==> config.mk <==
export PLATFORM = sky130hd
export DESIGN_NAME = sseg_serial_driver
export DESIGN_NICKNAME = d
export VERILOG_FILES = /design/src/rtl/sseg_pkg.sv /design/src/rtl/hex_to_seg.sv /design/src/rtl/sseg_serial_driver.sv
export SDC_FILE = /design/constraint.sdc
export NUM_CORES = 1
export LEC_CHECK = 0
export BUFFER_PORTS_ARGS = -buffer_cell sky130_fd_sc_hd__buf_2
export CORE_ASPECT_RATIO = 1.4
export CORE_MARGIN = 10
export CORE_UTILIZATION = 50
export CTS_CLUSTER_DIAMETER = 50
export DETAILED_ROUTE_END_ITERATION = 7
export PLACE_DENSITY_LB_ADDON = 0.12
export SLEW_MARGIN = 20
export SYNTH_ARGS = -nofsm -noshare
export SYNTH_HDL_FRONTEND = slang
export SYNTH_SLANG_ARGS = --single-unit
==> constraint.sdc <==
create_clock -name clk -period 3.9 [get_ports clk]
set_clock_uncertainty 0.15 [all_clocks]
set_input_delay 0.78 -clock clk [delete_from_list [all_inputs] [get_ports clk]]
set_output_delay 0.78 -clock clk [all_outputs]
set_load 0.02 [all_outputs]
==> src/rtl/sseg_pkg.sv <==
// ============================================================================
// sseg_pkg : shared types and constants for the serial seven-segment driver
// Rev 1.0
// ============================================================================
`default_nettype none

package sseg_pkg;

  localparam logic [7:0]  SEG_BLANK      = 8'hFF;
  localparam int unsigned DIGITS_DEFAULT = 8;
  localparam int unsigned FRAME_BITS     = 8 * DIGITS_DEFAULT;

  typedef enum logic [1:0] {
    IDLE  = 2'd0,
    LOAD  = 2'd1,
    SHIFT = 2'd2
  } state_e;

  // Active-low pattern {dp,g,f,e,d,c,b,a}; dp is always returned off here.
  function automatic logic [7:0] hex_seg(input logic [3:0] v);
    logic [7:0] s;
    case (v)
      4'h0: s = 8'hC0;
      4'h1: s = 8'hF9;
      4'h2: s = 8'hA4;
      4'h3: s = 8'hB0;
      4'h4: s = 8'h99;
      4'h5: s = 8'h92;
      4'h6: s = 8'h82;
      4'h7: s = 8'hF8;
      4'h8: s = 8'h80;
      4'h9: s = 8'h90;
      4'hA: s = 8'h88;
      4'hB: s = 8'h83;
      4'hC: s = 8'hC6;
      4'hD: s = 8'hA1;
      4'hE: s = 8'h86;
      default: s = 8'h8E;
    endcase
    return s;
  endfunction

endpackage

`default_nettype wire

==> src/rtl/hex_to_seg.sv <==
// ============================================================================
// hex_to_seg : one digit, 4-bit value + decimal point + blank -> segment byte
// Rev 1.0
// ============================================================================
`default_nettype none

module hex_to_seg
  import sseg_pkg::*;
(
  input  logic [3:0] value_i,
  input  logic       point_i,
  input  logic       blank_i,
  output logic [7:0] seg_o
);

  logic [7:0] w_pattern;

  always_comb begin
    w_pattern = hex_seg(value_i);
    seg_o     = blank_i ? SEG_BLANK : {~point_i, w_pattern[6:0]};
  end

endmodule

`default_nettype wire

==> src/rtl/sseg_serial_driver.sv <==
// ============================================================================
// sseg_serial_driver : decodes hex digits and shifts one frame MSB-first into
//                      an external shift-register chain per refresh edge.
// Rev 1.0
// ============================================================================
`default_nettype none

module sseg_serial_driver
  import sseg_pkg::*;
#(
  parameter int unsigned DIGITS      = 8,
  parameter int unsigned HALF_PERIOD = 2
)(
  input  logic                  clk,
  input  logic                  rstn,
  input  logic                  start,
  input  logic                  flash,
  input  logic [4*DIGITS-1:0]   hexs,
  input  logic [DIGITS-1:0]     point,
  input  logic [DIGITS-1:0]     les,
  output logic                  seg_clk,
  output logic                  seg_clrn,
  output logic                  seg_sout,
  output logic                  seg_pen
);

  localparam int unsigned c_frame_bits = 8 * DIGITS;
  localparam int unsigned c_cnt_w      = $clog2(c_frame_bits);
  localparam logic [8:0]  c_ph_rise    = 9'(HALF_PERIOD - 1);
  localparam logic [8:0]  c_ph_last    = 9'(2 * HALF_PERIOD - 1);
  localparam logic [c_cnt_w-1:0] c_cnt_last = c_cnt_w'(c_frame_bits - 1);

  state_e                    state_q;
  logic                      start_q;
  logic [c_frame_bits-1:0]   frame_q;
  logic [c_cnt_w-1:0]        cnt_q;
  logic [8:0]                ph_q;
  logic                      seg_clk_q;
  logic                      seg_clrn_q;
  logic                      seg_sout_q;
  logic                      seg_pen_q;

  logic                      w_trigger;
  logic [c_frame_bits-1:0]   w_frame;

  assign w_trigger = start & ~start_q;

  // Digit 0 lands in the low byte, so the highest digit is shifted out first.
  generate
    for (genvar gi = 0; gi < int'(DIGITS); gi++) begin : g_digits
      hex_to_seg u_hex_to_seg (
        .value_i (hexs[4*gi +: 4]),
        .point_i (point[gi]),
        .blank_i (flash & les[gi]),
        .seg_o   (w_frame[8*gi +: 8])
      );
    end
  endgenerate

  always_ff @(posedge clk or negedge rstn) begin
    if (!rstn) begin
      state_q    <= IDLE;
      start_q    <= 1'b0;
      frame_q    <= '0;
      cnt_q      <= '0;
      ph_q       <= '0;
      seg_clk_q  <= 1'b0;
      seg_clrn_q <= 1'b0;
      seg_sout_q <= 1'b1;
      seg_pen_q  <= 1'b0;
    end else begin
      start_q    <= start;
      seg_clrn_q <= 1'b1;
      case (state_q)
        IDLE: begin
          seg_clk_q <= 1'b0;
          if (w_trigger) state_q <= LOAD;
        end
        LOAD: begin
          frame_q    <= w_frame;
          seg_sout_q <= w_frame[c_frame_bits-1];
          seg_clk_q  <= 1'b0;
          seg_pen_q  <= 1'b0;
          cnt_q      <= '0;
          ph_q       <= '0;
          state_q    <= SHIFT;
        end
        SHIFT: begin
          // Data changes only on the falling edge, so it is stable while high.
          if (ph_q == c_ph_last) begin
            ph_q      <= '0;
            seg_clk_q <= 1'b0;
            if (cnt_q == c_cnt_last) begin
              seg_pen_q <= 1'b1;
              state_q   <= IDLE;
            end else begin
              cnt_q      <= cnt_q + 1'b1;
              frame_q    <= {frame_q[c_frame_bits-2:0], 1'b0};
              seg_sout_q <= frame_q[c_frame_bits-2];
            end
          end else begin
            if (ph_q == c_ph_rise) seg_clk_q <= 1'b1;
            ph_q <= ph_q + 9'd1;
          end
        end
        default: state_q <= IDLE;
      endcase
    end
  end

  assign seg_clk  = seg_clk_q;
  assign seg_clrn = seg_clrn_q;
  assign seg_sout = seg_sout_q;
  assign seg_pen  = seg_pen_q;

endmodule

`default_nettype wire

==> flow_summary.json <==
{
  "yosys.area_share.simple_pct": 9.95,
  "rows": 48,
  "postSynthCellCount": 639,
  "synth_top_family_by_area": "multiplexers",
  "root_buffer": "clkbuf_16",
  "synth_top_area_cell": "dfrtp_1",
  "place_area_sq_um": 6700,
  "fmaxAchievable_mhz": 359,
  "dr_total_vias": 4867,
  "synth-seq-area-share_pct": 33.4,
  "power.leakage_nw": 3.22,
  "post-route-period-util_pct": 71.5,
  "yosysMostFrequentCell": "dfrtp_1",
  "cp_max_fo": 40,
  "muxShareOfSynthArea_pct": 19.3,
  "ys_types": 57,
  "synth_compound_area_share_pct": 17.0,
  "start_util_pct": 51.3,
  "tns_ps": 0,
  "syn2layout_area_growth_pct": 9.67,
  "dieHeight_microns": 154,
  "crit_type": "reg2reg",
  "r2r-start": "ph_q[0]",
  "routed_wl_microns": 13700,
  "grt_use_total_pct": 15.9,
  "io_buffers": 55,
  "combPwrFrac_pct": 16.0,
  "critPathCaptureType": "flip-flop",
  "post_cts.repair.setup_buffers": 0,
  "irDropWorstVdd_uv": 204,
  "synth_fa_ha_area_share_pct": 12.4,
  "arrival_ps": 2850,
  "via_per_inst": 5.90,
  "diodes": 0,
  "first_pass_iters": 5,
  "hold_viol_final": 0,
  "synthFlopType": "dfrtp_1",
  "switchingPower_mw": 0.522,
  "cts_tree": "yes",
  "io_pins": 56,
  "fin_area_sq_um": 7000,
  "finalCriticalPeriod_ps": 2790,
  "route.detailed.drc": 0,
  "setup_viol": 0,
  "gr-total-overflow": 0,
  "cts_hold_buf": 0,
  "timing.final.max_slew_violations": 0,
  "worst_path_max_delay_cell": "or4b_1",
  "synth_common_cells": "84 x dfrtp_1, 63 x ha_1, 62 x inv_1, 55 x mux2_2, 39 x o21ai_0",
  "final-instance-count-excl-fill": 825,
  "yosys_warnings": 0,
  "netlist.area_leader.share_pct": 33.0,
  "startpoint_type": "flip-flop",
  "coreArea_sq_um": 12400,
  "pwr-share-clk_pct": 38.9,
  "syn_area_per_cell_sq_um": 9.98,
  "synth_area_leaders": "dfrtp_1 33%, ha_1 12%, mux2_2 9.7%",
  "p_total_mw": 2.14,
  "die_area_sq_um": 17700,
  "clkTransAtPathRegs_ps": 60,
  "cts_buffers": 9,
  "r2r_end": "frame_q[62]",
  "synthArstFlopShare_pct": 100,
  "fin_nets": 785,
  "min-delay-path-class": "reg2reg",
  "cts_resized": 0,
  "crit_path_cell_trace": "ha_1 > or4b_1 > or2_1 > o22ai_4 > buf_4 > mux2_2",
  "drv_cap": 0,
  "synth-xor-area-share_pct": 0.961,
  "rsz0062_at_grt": "no",
  "p_int_mw": 1.62,
  "clock_latency_ps": 330,
  "p_per_area_nw_per_um2": 306,
  "pwr-share-seq_pct": 45.1,
  "cp.required_ps": 3970,
  "layout-drive-gt1-share_pct": 22.8,
  "grt_max_degree": 66,
  "synth_seq_cells": 85,
  "place_inst": 809,
  "rrSetupSlack_ps": 1110,
  "netlist_area_sq_um": 6380,
  "outcome": "complete, no violations",
  "drtIter0Drc": 262,
  "antenna_found_initial": 0,
  "numClockSinks": 85,
  "synth_nets": 754,
  "hold_end": "frame_q[6]",
  "swShare_pct": 24.4,
  "die_w_microns": 115,
  "max_stage_delay_ps": 520,
  "ant_nets": 0,
  "worst_slew_pin_slew_ps": 1020,
  "slew_headroom_pct": 31.8,
  "synth_edf_count": 0,
  "hold_depth": 1,
  "hpwlAfterDp_microns": 10100,
  "cts_htree_levels": 3,
  "first_global_vias": 5041,
  "whs_ps": 354,
  "gp_congestion": 0.819,
  "routedWlPerCell_microns": 16.6,
  "cts.path.max_buffers": 2,
  "rr_worst_depth": 6,
  "hold_start": "frame_q[6]",
  "grt_pass1_wl_microns": 23600
}
==> worst max path at each step <==
stage | endpoint | from | slack [ps] | cells past startpoint
floorplan | frame_q[53] | ph_q[0] | 1530 | 7
global placement | frame_q[62] | ph_q[0] | 1190 | 6
detailed placement | frame_q[52] | ph_q[0] | 1140 | 6
CTS | frame_q[52] | ph_q[0] | 1130 | 6
global route | frame_q[36] | ph_q[0] | 980 | 6
finish | frame_q[62] | ph_q[0] | 1110 | 6
==> through the flow <==
| step | util, % | setup slack, ps |
|---|---|---|
| floorplan | - | 1530 |
| global placement | 53.9 | 1190 |
| detailed placement | 53.9 | 1140 |
| CTS | 56.3 | 1130 |
| global route | 56.3 | 984 |
| finish | 56.3 | 1110 |
==> cell type report <==
type                            count  area (sq um)
Fill cell                        1132          5440
Sequential cell                    85          2130
Clock buffer                       12           246
Inverter                           63           236
Tap cell                          150           188
Multi-Input combinational cell    448          3810
Clock inverter                      4          47.5
Timing Repair Buffer               63           338
==> registers in the layout, indices dropped and copies added (netlist names) <==
register,cells
start_q,1
state_q,2
seg_sout,1
seg_clk,1
cnt_q,6
seg_clrn,1
ph_q,9
seg_pen,1
frame_q,63
==> power by group through the flow <==
stage | sequential [mW] | clock [mW] | combinational [mW]
2_1_floorplan | 0.974 | 0 | 0.233
6_report | 0.964 | 0.832 | 0.343
3_5_place_dp | 0.980 | 0 | 0.345
4_1_cts | 0.964 | 0.858 | 0.347
3_3_place_gp | 0.978 | 0 | 0.333
5_1_grt | 0.971 | 0.891 | 0.385
==> layer usage <==
metal | GRT usage (%) | vias up | wire length (microns)
li1 | - | 2390 | -
met1 | 18.8 | 2400 | 5850
met2 | 28.5 | 68 | 7250
met3 | 2.61 | 9 | 485
met4 | 4.24 | 0 | 136
met5 | 0 | - | 0
==> worst max-delay path, delay by kind of cell, from the launching register on <==
family | cells | cell delay (ps)
buf+inv | 1 | 520
fa+ha+maj | 1 | 220
compound gates | 1 | 140
simple gates | 2 | 810
flops | 1 | 410
mux | 1 | 400
==> layout by cell type, fill, tap and decap left out, types with 3 or more instances in the layout <==
cell / count
dfrtp_1: 84
ha_1: 63
inv_1: 62
mux2_2: 55
buf_2: 54
o21ai_0: 39
mux2i_1: 34
a21oi_1: 32
a2bb2oi_1: 23
nor2b_1: 22
o22ai_1: 19
nand2_1: 16
nor3_1: 14
nor3b_1: 13
nor2_1: 12
nand3_1: 11
a32oi_1: 9
clkbuf_16: 9
buf_4: 9
mux4_2: 8
and3_1: 7
mux2_4: 6
a31oi_1: 6
a211oi_1: 6
o32a_1: 6
nand4_1: 5
xor2_1: 4
xnor2_1: 3
a221oi_1: 3
o22a_1: 3
==> kinds of logic after synthesis <==
group                    after synthesis
AO/OA/AOI/OAI                        162
AND/OR/NAND/NOR                      112
buffers and inverters                106
multiplexers                         103
flip-flops                            85
adder cells (fa/ha/maj)               63
XOR/XNOR                               7
other                                  1
(Power assumes the default switching activity.)
